## src/rtl/uart_pkg.sv

```systemverilog
// Shared types and helpers for the parametrised UART transmit path.
package uart_pkg;

    localparam int MAX_DATA_BITS = 9;

    typedef enum logic [2:0] {
        IDLE  = 3'd0,
        START = 3'd1,
        DATA  = 3'd2,
        PAR   = 3'd3,
        STOP  = 3'd4
    } tx_state_t;

    typedef enum logic [1:0] {
        PAR_NONE = 2'd0,
        PAR_EVEN = 2'd1,
        PAR_ODD  = 2'd2
    } parity_t;

    // Unused upper bits must be zero so they do not disturb the XOR.
    function automatic logic parity_bit(input logic [MAX_DATA_BITS-1:0] data, input logic odd);
        return (^data) ^ odd;
    endfunction

endpackage

```

## src/rtl/sync_fifo.sv

```systemverilog
// Single-clock FIFO with registered full/empty flags and first-word-fall-through read data.
module sync_fifo #(
    parameter int WIDTH = 8,
    parameter int DEPTH = 16
) (
    input  logic             clk,
    input  logic             rst_n,
    input  logic             push,
    input  logic             pop,
    input  logic [WIDTH-1:0] wdata,
    output logic [WIDTH-1:0] rdata,
    output logic             full,
    output logic             empty
);
    localparam int           AW      = $clog2(DEPTH);
    localparam logic [AW-1:0] PTR_ONE = AW'(1);
    localparam logic [AW:0]   CNT_ONE = (AW + 1)'(1);
    localparam logic [AW:0]   CNT_MAX = (AW + 1)'(DEPTH);

    logic [WIDTH-1:0] mem_r [DEPTH];
    logic [AW-1:0]    wr_ptr_r;
    logic [AW-1:0]    rd_ptr_r;
    logic [AW:0]      count_r;
    logic             full_r;
    logic             empty_r;
    logic             do_push_s;
    logic             do_pop_s;
    logic [AW:0]      count_nxt_s;

    // A pop frees its slot before a same-cycle push is judged against full.
    always_comb begin
        do_pop_s    = pop && !empty_r;
        do_push_s   = push && (!full_r || do_pop_s);
        count_nxt_s = count_r;
        if (do_push_s && !do_pop_s) begin
            count_nxt_s = count_r + CNT_ONE;
        end else if (do_pop_s && !do_push_s) begin
            count_nxt_s = count_r - CNT_ONE;
        end else begin
            count_nxt_s = count_r;
        end
    end

    // Pointers, occupancy and status flags.
    always_ff @(posedge clk or negedge rst_n) begin
        if (!rst_n) begin
            wr_ptr_r <= {AW{1'b0}};
            rd_ptr_r <= {AW{1'b0}};
            count_r  <= {(AW + 1){1'b0}};
            full_r   <= 1'b0;
            empty_r  <= 1'b1;
        end else begin
            if (do_push_s) wr_ptr_r <= wr_ptr_r + PTR_ONE;
            if (do_pop_s)  rd_ptr_r <= rd_ptr_r + PTR_ONE;
            count_r <= count_nxt_s;
            full_r  <= (count_nxt_s == CNT_MAX);
            empty_r <= (count_nxt_s == {(AW + 1){1'b0}});
        end
    end

    // Storage array.
    always_ff @(posedge clk) begin
        if (do_push_s) mem_r[wr_ptr_r] <= wdata;
    end

    assign rdata = mem_r[rd_ptr_r];
    assign full  = full_r;
    assign empty = empty_r;

endmodule

```

## src/rtl/uart_tx_param.sv

```systemverilog
// UART transmit engine: write FIFO feeding a framer with run-time baud, parity and stop-bit selection.
module uart_tx_param #(
    parameter int DATA_BITS = 8,
    parameter int DEPTH     = 16,
    parameter int DIV_W     = 16
) (
    input  logic                 clk,
    input  logic                 rst_n,
    input  logic                 txen,
    input  logic [DIV_W-1:0]     div,
    input  logic [1:0]           parity,
    input  logic                 stop2,
    input  logic                 write,
    input  logic [DATA_BITS-1:0] wrdata,
    input  logic                 clr_ovf,
    output logic                 tx,
    output logic                 isfull,
    output logic                 isempty,
    output logic                 busy,
    output logic                 overflow
);
    import uart_pkg::*;

    localparam logic [3:0]       LAST_BIT = 4'(DATA_BITS - 1);
    localparam logic [DIV_W-1:0] BAUD_ONE = DIV_W'(1);

    logic [DATA_BITS-1:0] fifo_rdata_s;
    logic                 fifo_full_s;
    logic                 fifo_empty_s;
    logic                 bit_done_s;
    logic                 frame_end_s;
    logic                 start_s;
    logic                 ovf_set_s;

    tx_state_t            state_r;
    logic [DIV_W-1:0]     baud_r;
    logic [DIV_W-1:0]     div_r;
    logic [3:0]           bit_cnt_r;
    logic [DATA_BITS-1:0] shift_r;
    logic                 par_en_r;
    logic                 par_bit_r;
    logic                 stop2_r;
    logic                 tx_r;
    logic                 busy_r;
    logic                 ovf_r;

    sync_fifo #(
        .WIDTH (DATA_BITS),
        .DEPTH (DEPTH)
    ) u_fifo (
        .clk   (clk),
        .rst_n (rst_n),
        .push  (write),
        .pop   (start_s),
        .wdata (wrdata),
        .rdata (fifo_rdata_s),
        .full  (fifo_full_s),
        .empty (fifo_empty_s)
    );

    // A new frame starts from IDLE or straight out of the final stop bit.
    always_comb begin
        bit_done_s  = (baud_r == {DIV_W{1'b0}});
        frame_end_s = (state_r == STOP) && bit_done_s && (!stop2_r || (bit_cnt_r == 4'd1));
        start_s     = txen && !fifo_empty_s && ((state_r == IDLE) || frame_end_s);
        ovf_set_s   = write && fifo_full_s && !start_s;
    end

    // Framer state machine with baud counter and shift register.
    always_ff @(posedge clk or negedge rst_n) begin
        if (!rst_n) begin
            state_r   <= IDLE;
            baud_r    <= {DIV_W{1'b0}};
            div_r     <= {DIV_W{1'b0}};
            bit_cnt_r <= 4'd0;
            shift_r   <= {DATA_BITS{1'b0}};
            par_en_r  <= 1'b0;
            par_bit_r <= 1'b0;
            stop2_r   <= 1'b0;
            tx_r      <= 1'b1;
            busy_r    <= 1'b0;
        end else if (start_s) begin
            state_r   <= START;
            baud_r    <= div;
            div_r     <= div;
            bit_cnt_r <= 4'd0;
            shift_r   <= fifo_rdata_s;
            par_en_r  <= (parity == PAR_EVEN) || (parity == PAR_ODD);
            par_bit_r <= parity_bit(MAX_DATA_BITS'(fifo_rdata_s), parity == PAR_ODD);
            stop2_r   <= stop2;
            tx_r      <= 1'b0;
            busy_r    <= 1'b1;
        end else if (!bit_done_s) begin
            baud_r <= baud_r - BAUD_ONE;
        end else begin
            case (state_r)
                IDLE: begin
                    tx_r   <= 1'b1;
                    busy_r <= 1'b0;
                end
                START: begin
                    state_r   <= DATA;
                    baud_r    <= div_r;
                    bit_cnt_r <= 4'd0;
                    tx_r      <= shift_r[0];
                    shift_r   <= {1'b0, shift_r[DATA_BITS-1:1]};
                end
                DATA: begin
                    baud_r <= div_r;
                    if (bit_cnt_r != LAST_BIT) begin
                        bit_cnt_r <= bit_cnt_r + 4'd1;
                        tx_r      <= shift_r[0];
                        shift_r   <= {1'b0, shift_r[DATA_BITS-1:1]};
                    end else if (par_en_r) begin
                        state_r <= PAR;
                        tx_r    <= par_bit_r;
                    end else begin
                        state_r   <= STOP;
                        bit_cnt_r <= 4'd0;
                        tx_r      <= 1'b1;
                    end
                end
                PAR: begin
                    state_r   <= STOP;
                    baud_r    <= div_r;
                    bit_cnt_r <= 4'd0;
                    tx_r      <= 1'b1;
                end
                STOP: begin
                    if (frame_end_s) begin
                        state_r <= IDLE;
                        tx_r    <= 1'b1;
                        busy_r  <= 1'b0;
                    end else begin
                        bit_cnt_r <= 4'd1;
                        baud_r    <= div_r;
                    end
                end
                default: begin
                    state_r <= IDLE;
                    tx_r    <= 1'b1;
                    busy_r  <= 1'b0;
                end
            endcase
        end
    end

    // Sticky overflow; a dropped write outranks a same-cycle clear.
    always_ff @(posedge clk or negedge rst_n) begin
        if (!rst_n) begin
            ovf_r <= 1'b0;
        end else if (ovf_set_s) begin
            ovf_r <= 1'b1;
        end else if (clr_ovf) begin
            ovf_r <= 1'b0;
        end
    end

    assign tx       = tx_r;
    assign busy     = busy_r;
    assign overflow = ovf_r;
    assign isfull   = fifo_full_s;
    assign isempty  = fifo_empty_s;

endmodule

```

## config.mk

```make
export PLATFORM = sky130hd
export DESIGN_NAME = uart_tx_param
export DESIGN_NICKNAME = d
export VERILOG_FILES = /design/src/rtl/uart_pkg.sv /design/src/rtl/sync_fifo.sv /design/src/rtl/uart_tx_param.sv
export SDC_FILE = /design/constraint.sdc
export NUM_CORES = 1
export LEC_CHECK = 0
export CELL_PAD_IN_SITES_DETAIL_PLACEMENT = 1
export CELL_PAD_IN_SITES_GLOBAL_PLACEMENT = 1
export CORE_MARGIN = 4
export CORE_UTILIZATION = 25
export CTS_CLUSTER_DIAMETER = 150
export DETAILED_ROUTE_END_ITERATION = 8
export HOLD_SLACK_MARGIN = 0.08
export PLACE_DENSITY_LB_ADDON = 0.12
export SYNTH_ARGS = -nofsm -noshare
export SYNTH_HDL_FRONTEND = slang
export SYNTH_HIERARCHICAL = 1
export SYNTH_SLANG_ARGS = --single-unit
```

## constraint.sdc

```tcl
create_clock -name clk -period 4.35 [get_ports clk]
set_input_delay 1.305 -clock clk [delete_from_list [all_inputs] [get_ports clk]]
set_output_delay 1.305 -clock clk [all_outputs]
set_load 0.01 [all_outputs]
```

==> results of run 1 <==
[power groups by stage]
stage / logic (mW) / registers [mW] / clock network [mW]
2_1_floorplan: 0.296 / 2.26 / 0
3_3_place_gp: 0.472 / 2.31 / 0
3_5_place_dp: 0.479 / 2.32 / 0
4_1_cts: 0.481 / 2.28 / 1.64
5_1_grt: 0.521 / 2.29 / 1.71
6_report: 0.464 / 2.28 / 1.58
[final cells by class]
type | instances | area (µm²) | area share, %
flip-flops and latches | 196 | 5549 | 54.01
multi-input cells | 356 | 3053 | 29.71
well taps | 455 | 569.3 | 5.541
repair buffers | 50 | 462.9 | 4.506
clock buffers | 17 | 425.4 | 4.140
clock inverters | 15 | 143.9 | 1.400
inverters | 19 | 71.32 | 0.6941
[logic make-up after synthesis]
logic type | Yosys count | share of synthesized area, %
flip-flops | 196 | 62.86
multiplexers | 55 | 13.21
adder cells (fa/ha/maj) | 12 | 1.701
AND/OR/NAND/NOR | 181 | 10.83
AO/OA/AOI/OAI | 81 | 6.124
buffers and inverters | 47 | 2.594
XOR/XNOR | 27 | 2.679
[worst min path at each step]
| stage | from | to | cells after the start |
|---|---|---|---|
| after floorplan | div_r[1] | div_r[1] | 2 |
| after global placement | div_r[10] | div_r[10] | 2 |
| after detailed placement | div_r[2] | div_r[2] | 2 |
| after CTS | div_r[10] | div_r[10] | 2 |
| after global routing | div_r[11] | div_r[11] | 2 |
| final | div_r[1] | div_r[1] | 2 |
[per-stage QoR]
stage	util [%]	instance area, µm²
after global placement	27.96	9706
after detailed placement	27.96	9706
after floorplan	-	8826
final	29.60	10270
after global routing	29.60	10270
after CTS	29.60	10270
[worst max-delay path: cells and delay by family]
kind	cells	cell delay, ps
XOR/XNOR	1	170
AND/OR/NAND/NOR	4	1270
buffers and inverters	3	850
AO/OA/AOI/OAI	3	390
[layer usage]
metal	vias to the layer above	routed length [µm]	global-route usage, %
met5	-	0	0
met4	0	218	2.948
met3	8	434	2.318
met2	41	11190	20.81
met1	2633	10180	15.23
li1	2372	-	-
[cell usage after synthesis, types with 3 or more instances]
cell	number	area, µm²
and3_1	7	43.79
dfrtp_1	66	1652
nor4_1	8	50.05
a31oi_1	5	31.28
ha_1	12	150.1
mux4_1	30	788.3
xor2_1	9	78.83
a21oi_1	9	45.04
and4_1	4	35.03
and2_1	6	37.54
o21a_1	4	30.03
nor2b_1	7	43.79
xnor2_1	18	157.7
nand2_1	78	292.8
mux4_2	10	225.2
a211oi_1	4	30.03
edfxtp_1	128	3844
buf_6	5	56.30
nand3_1	8	40.04
o31ai_1	6	45.04
clkbuf_1	18	67.56
nor2_1	20	75.07
nand2b_1	5	31.28
buf_2	3	15.01
o2bb2ai_1	3	26.28
o21ai_1	3	15.01
o21ai_2	7	61.31
nor3b_1	3	22.52
or4_1	6	45.04
nor3_1	8	40.04
mux2i_1	13	130.1
inv_1	19	71.32
or3_1	4	25.02
o21ai_0	23	115.1
[flip-flops by register name (all words and copies together) (netlist names), 3 cells and up]
signal           cells
u_fifo/mem_r       128
baud_r              16
div_r               16
shift_r              8
u_fifo/count_r       5
bit_cnt_r            4
u_fifo/rd_ptr_r      4
u_fifo/wr_ptr_r      4
state_r              3
==> impl_metrics.py, run 1 <==
metrics = {
    "drt": {
        "avgRoutedWirePerCell_um": 19.87,
        "vias": 5054,
        "vias_per_cell": 4.561,
        "final_antenna_net_count": 0,
        "detail_route.iter0.violations": 233,
        "post-route-drc-count": 0,
        "dr.pass1.iters": 5,
        "wirelength_um": 22020,
    },
    "power_and_ir_drop": {
        "p_per_area_nw_per_um2": 420.0,
        "total_power_mw": 4.315,
        "leakage_nw": 3.565,
        "peakVddDrop_mv": 0.2715,
        "sw_frac_of_total_pct": 26.64,
        "combinationalPowerShare_pct": 10.8,
        "p_seq_share_pct": 52.7,
        "p_int_mw": 3.166,
        "clkPwrFrac_pct": 36.5,
        "p_sw_mw": 1.150,
    },
    "synthesis": {
        "ys_types": 63,
        "syn_avg_cell_area_um2": 14.73,
        "synth_nets": 643,
        "syn_area_um2": 8826,
        "synth_seq_cells": 196,
        "seq_area_frac_synth_pct": 62.86,
        "synth_cells": 599,
        "yosys_warnings": 6,
        "ys.flop_type": "edfxtp_1",
        "ys_async_sr_fraction_pct": 34.69,
        "synth-edff-count": 128,
    },
    "placed_design": {
        "place.gp.congestion": 0.7436,
        "dp.cells": 1076,
        "io_buffers": 36,
        "dp_hpwl_um": 15310,
        "dp_slack_ps": 207.1,
    },
    "timing": {
        "slew-limit-headroom_pct": 36.93,
        "hold_viol": 0,
        "setup_tns_ps": 0,
        "fin_crit_ps": 3652,
        "period_share_pct": 83.94,
        "setup_ws_ps": 698.4,
        "fmax_mhz": 273.9,
        "setup_viol": 0,
        "drv_slew": 0,
        "rsz0062_at_grt": "false",
        "fin_hold_ws_ps": 482.5,
        "fin_skew_ps": 12.82,
        "tightest_slew_ps": 946.1,
    },
    "floorplan": {
        "rows": 68,
        "die_h_um": 195.9,
        "die_w_um": 195.9,
        "start_util_pct": 25.43,
        "ios": 37,
        "fp.dieArea_um2": 38370,
        "coreArea_um2": 34710,
    },
    "grt": {
        "grt-ovfl-total": 0,
        "grt_pass1_vias": 5639,
        "grt_pass1_wl_um": 35070,
        "grt_start_max_net_pins": 69,
        "grt.total_usage_pct": 11.90,
        "antenna_found_initial": 0,
    },
    "critical_path": {
        "worst_path_largest_cell_delay_ps": 480,
        "cp-end-kind": "flip-flop",
        "reg2reg_from": "baud_r[4]",
        "worstSetupPathType": "primary input to flip-flop",
        "regToRegEndpoint": "u_fifo/empty",
        "crit_end": "u_fifo/empty",
        "crit_chain": "clkdlybuf4s50_1, nor4b_1, o21a_1, a21oi_2, clkinv_1, buf_4, nor4bb_1, a31oi_1, xnor2_1, or2_1, nor4_1",
        "slowest_stage": "clkdlybuf4s50_1",
        "rr_worst_depth": 10,
        "path_max_fanout": 22,
        "crit_path_start": "txen",
        "start_kind": "primary input",
        "cp_data_required_time_ps": 4690,
        "r2r_slack_ps": 1070,
        "arrival_ps": 3990,
    },
    "clock_tree": {
        "cts.sinks": 196,
        "ctsHoldBuffers": 0,
        "clock_latency_ps": 440,
        "cts_resized": 0,
        "clk_pin_slew_ps": 80,
        "cts_buffer_depth": 2,
        "cts-root-buf": "clkbuf_16",
        "cts_made_buffers": 17,
        "tritoncts": "done",
        "cts_setup_buffers": 0,
        "htreeDepth": 4,
    },
    "final_layout": {
        "diodes": 0,
        "layout-drive-gt1-share_pct": 11.94,
        "nFillCells": 3693,
        "syn_to_final_growth_pct": 16.42,
        "final_cell_mix": "edfxtp_1, nand2_1, dfrtp_1",
        "fin_nets": 684,
        "final_cells": 1108,
        "mostFrequentLayoutCell": "edfxtp_1",
    },
    "run": {
        "maxCapViolations": 0,
    },
    "worst_hold_path": {
        "hold_class": "flip-flop to flip-flop",
    },
    "outcome": {
        "status": "finished clean",
    },
}
Note: power is estimated with default switching activity, not from simulation.
==> run 2, diff against run 1 <==
clock period = 3.35 ns   (was 4.35 ns; I/O delays follow)
==> run 2 against run 1 <==
Net effect: sequential share of layout area decreased by 1.8 points; sequential cell count unchanged; power increased by 36%; non-clock buffer count is 24 higher; count of clock-buffer cells in the layout rose by 1; sequential power is 31% higher; critical path depth rose by 2; cell area up 3.4%; clock skew barely moved; worst hold slack better by 0.64 ps.
==> impl_metrics.py, run 2 (same netlist as run 1, synthesis figures left out) <==
metrics = {
    "grt": {
        "grt.total_usage_pct": 12.76,
        "antenna_found_initial": 0,
        "grt_start_max_net_pins": 44,
        "grt-ovfl-total": 0,
        "grt_pass1_vias": 5861,
        "grt_pass1_wl_um": 36960,
    },
    "floorplan": {
        "coreArea_um2": 34710,
        "die_h_um": 195.9,
        "start_util_pct": 25.43,
        "fp.dieArea_um2": 38370,
        "ios": 37,
        "rows": 68,
        "die_w_um": 195.9,
    },
    "run": {
        "maxCapViolations": 0,
    },
    "worst_hold_path": {
        "hold_path_depth": 1,
        "hold_class": "flip-flop to flip-flop",
        "min-delay-start": "u_fifo/count_r[4]",
    },
    "critical_path": {
        "path_max_fanout": 12,
        "rr_worst_depth": 13,
        "crit_chain": "clkdlybuf4s50_1, nor4b_1, buf_4, o21a_1, a21oi_2, inv_1, nand2b_1, a21boi_2, buf_12, nand2_1, nor2_1, and2_1, buf_12",
        "worstSetupPathType": "primary input to flip-flop",
        "cp.depth": 13,
        "cp-end-kind": "flip-flop",
        "crit_path_start": "txen",
        "path_common_cell": "buf_12",
        "worst-path-buf-inv": 5,
        "arrival_ps": 3220,
        "cp_top_family": "buffers and inverters",
        "reg2reg_from": "baud_r[1]",
        "cp_data_required_time_ps": 3520,
        "slowest_stage": "clkdlybuf4s50_1",
        "start_kind": "primary input",
        "worst_path_largest_cell_delay_ps": 470,
    },
    "final_layout": {
        "diodes": 0,
        "nFillCells": 3668,
        "final_cell_mix": "edfxtp_1, nand2_1, dfrtp_1",
        "final_util_pct": 30.61,
        "mostFrequentLayoutCell": "edfxtp_1",
        "largest_register_ffs": 128,
        "layout-drive-gt1-share_pct": 16.54,
        "top_regs": "u_fifo/mem_r (128), baud_r (16), div_r (16)",
        "final_cells": 1132,
        "largest_register": "u_fifo/mem_r",
        "syn_to_final_growth_pct": 20.40,
        "fin_nets": 708,
    },
    "clock_tree": {
        "clk_pin_slew_ps": 70,
        "tritoncts": "done",
        "ctsHoldBuffers": 0,
        "cts_made_buffers": 17,
        "cts.sinks": 196,
        "cts_resized": 0,
        "cts-root-buf": "clkbuf_16",
        "htreeDepth": 4,
        "cts_setup_buffers": 0,
        "cts_buffer_depth": 2,
        "clock_latency_ps": 450,
    },
    "timing": {
        "fin_skew_ps": 12.53,
        "hold_viol": 0,
        "slew-limit-headroom_pct": 43.60,
        "tightest_slew_ps": 843.3,
        "period_share_pct": 91.25,
        "setup_viol": 0,
        "drv_slew": 0,
        "fmax_mhz": 327.1,
        "fin_crit_ps": 3057,
        "rsz0062_at_grt": "false",
    },
    "placed_design": {
        "place.gp.congestion": 0.7670,
        "io_buffers": 36,
        "dp.cells": 1100,
        "dp_hpwl_um": 16270,
    },
    "drt": {
        "wirelength_um": 23620,
        "detail_route.iter0.violations": 326,
        "avgRoutedWirePerCell_um": 20.86,
        "vias": 5259,
        "vias_per_cell": 4.646,
        "post-route-drc-count": 0,
        "final_antenna_net_count": 0,
        "dr.pass1.iters": 4,
    },
    "outcome": {
        "status": "finished clean",
    },
    "power_and_ir_drop": {
        "peakVddDrop_mv": 0.2823,
        "leakage_nw": 3.737,
        "p_per_area_nw_per_um2": 553.2,
    },
}
[run 2: changes by cell type in the layout (fill, tap and decap cells not counted), sizes merged]
cell,before,now
clkbuf,17,18
clkinvlp,0,1
buf,15,39
clkinv,8,5
bufinv,1,2
[run 2: final timing paths]
path / to / slack, ps
hold / removal: u_fifo/count_r[4] / 480
setup reg to reg: u_fifo/mem_r[4][0] / 320
setup / recovery: u_fifo/mem_r[4][0] / 290
max in group asynchronous: u_fifo/empty / 2030
hold reg to reg: u_fifo/count_r[4] / 480
min in group asynchronous: baud_r[7] / 560
[run 2: metal layers]
layer / track usage [%] / wire length (µm) / vias up
met2: 20.99 / 11380 / 85
met1: 17.20 / 11260 / 2737
met4: 3.491 / 260 / 0
met3: 2.662 / 716 / 17
li1: - / - / 2420
met5: 0 / 0 / -
[run 2: area by class of cell]
class | instances | area, µm² | share of cell area, %
Tap cell | 455 | 569.3 | 5.357
Sequential cell | 196 | 5548 | 52.21
Multi-Input combinational cell | 356 | 3090 | 29.08
Clock inverter | 14 | 187.7 | 1.766
Clock buffer | 18 | 429.2 | 4.039
Timing Repair Buffer | 74 | 730.7 | 6.876
Inverter | 19 | 71.32 | 0.6711
[run 2: power breakdown]
part	internal [mW]	leakage, nW	switching, mW
registers	2.81	1.95	0.171
logic	0.329	1.49	0.401
clock network	1.14	0.298	1.03
total	4.28	3.74	1.60
[run 2: stage by stage]
step           instance area (µm²)  worst slack [ps]  power (mW)  setup TNS (ps)  hold slack [ps]
2_1_floorplan                 8869             6.968       3.341               0            440.2
3_3_place_gp                 10010            -184.8       3.764          -11730            460.4
3_5_place_dp                 10010            -205.8       3.787          -14210            469.9
4_1_cts                      10630             269.0       5.990               0            490.7
5_1_grt                      10630             66.68       6.156               0            502.1
6_report                     10630             293.1       5.879               0            483.2
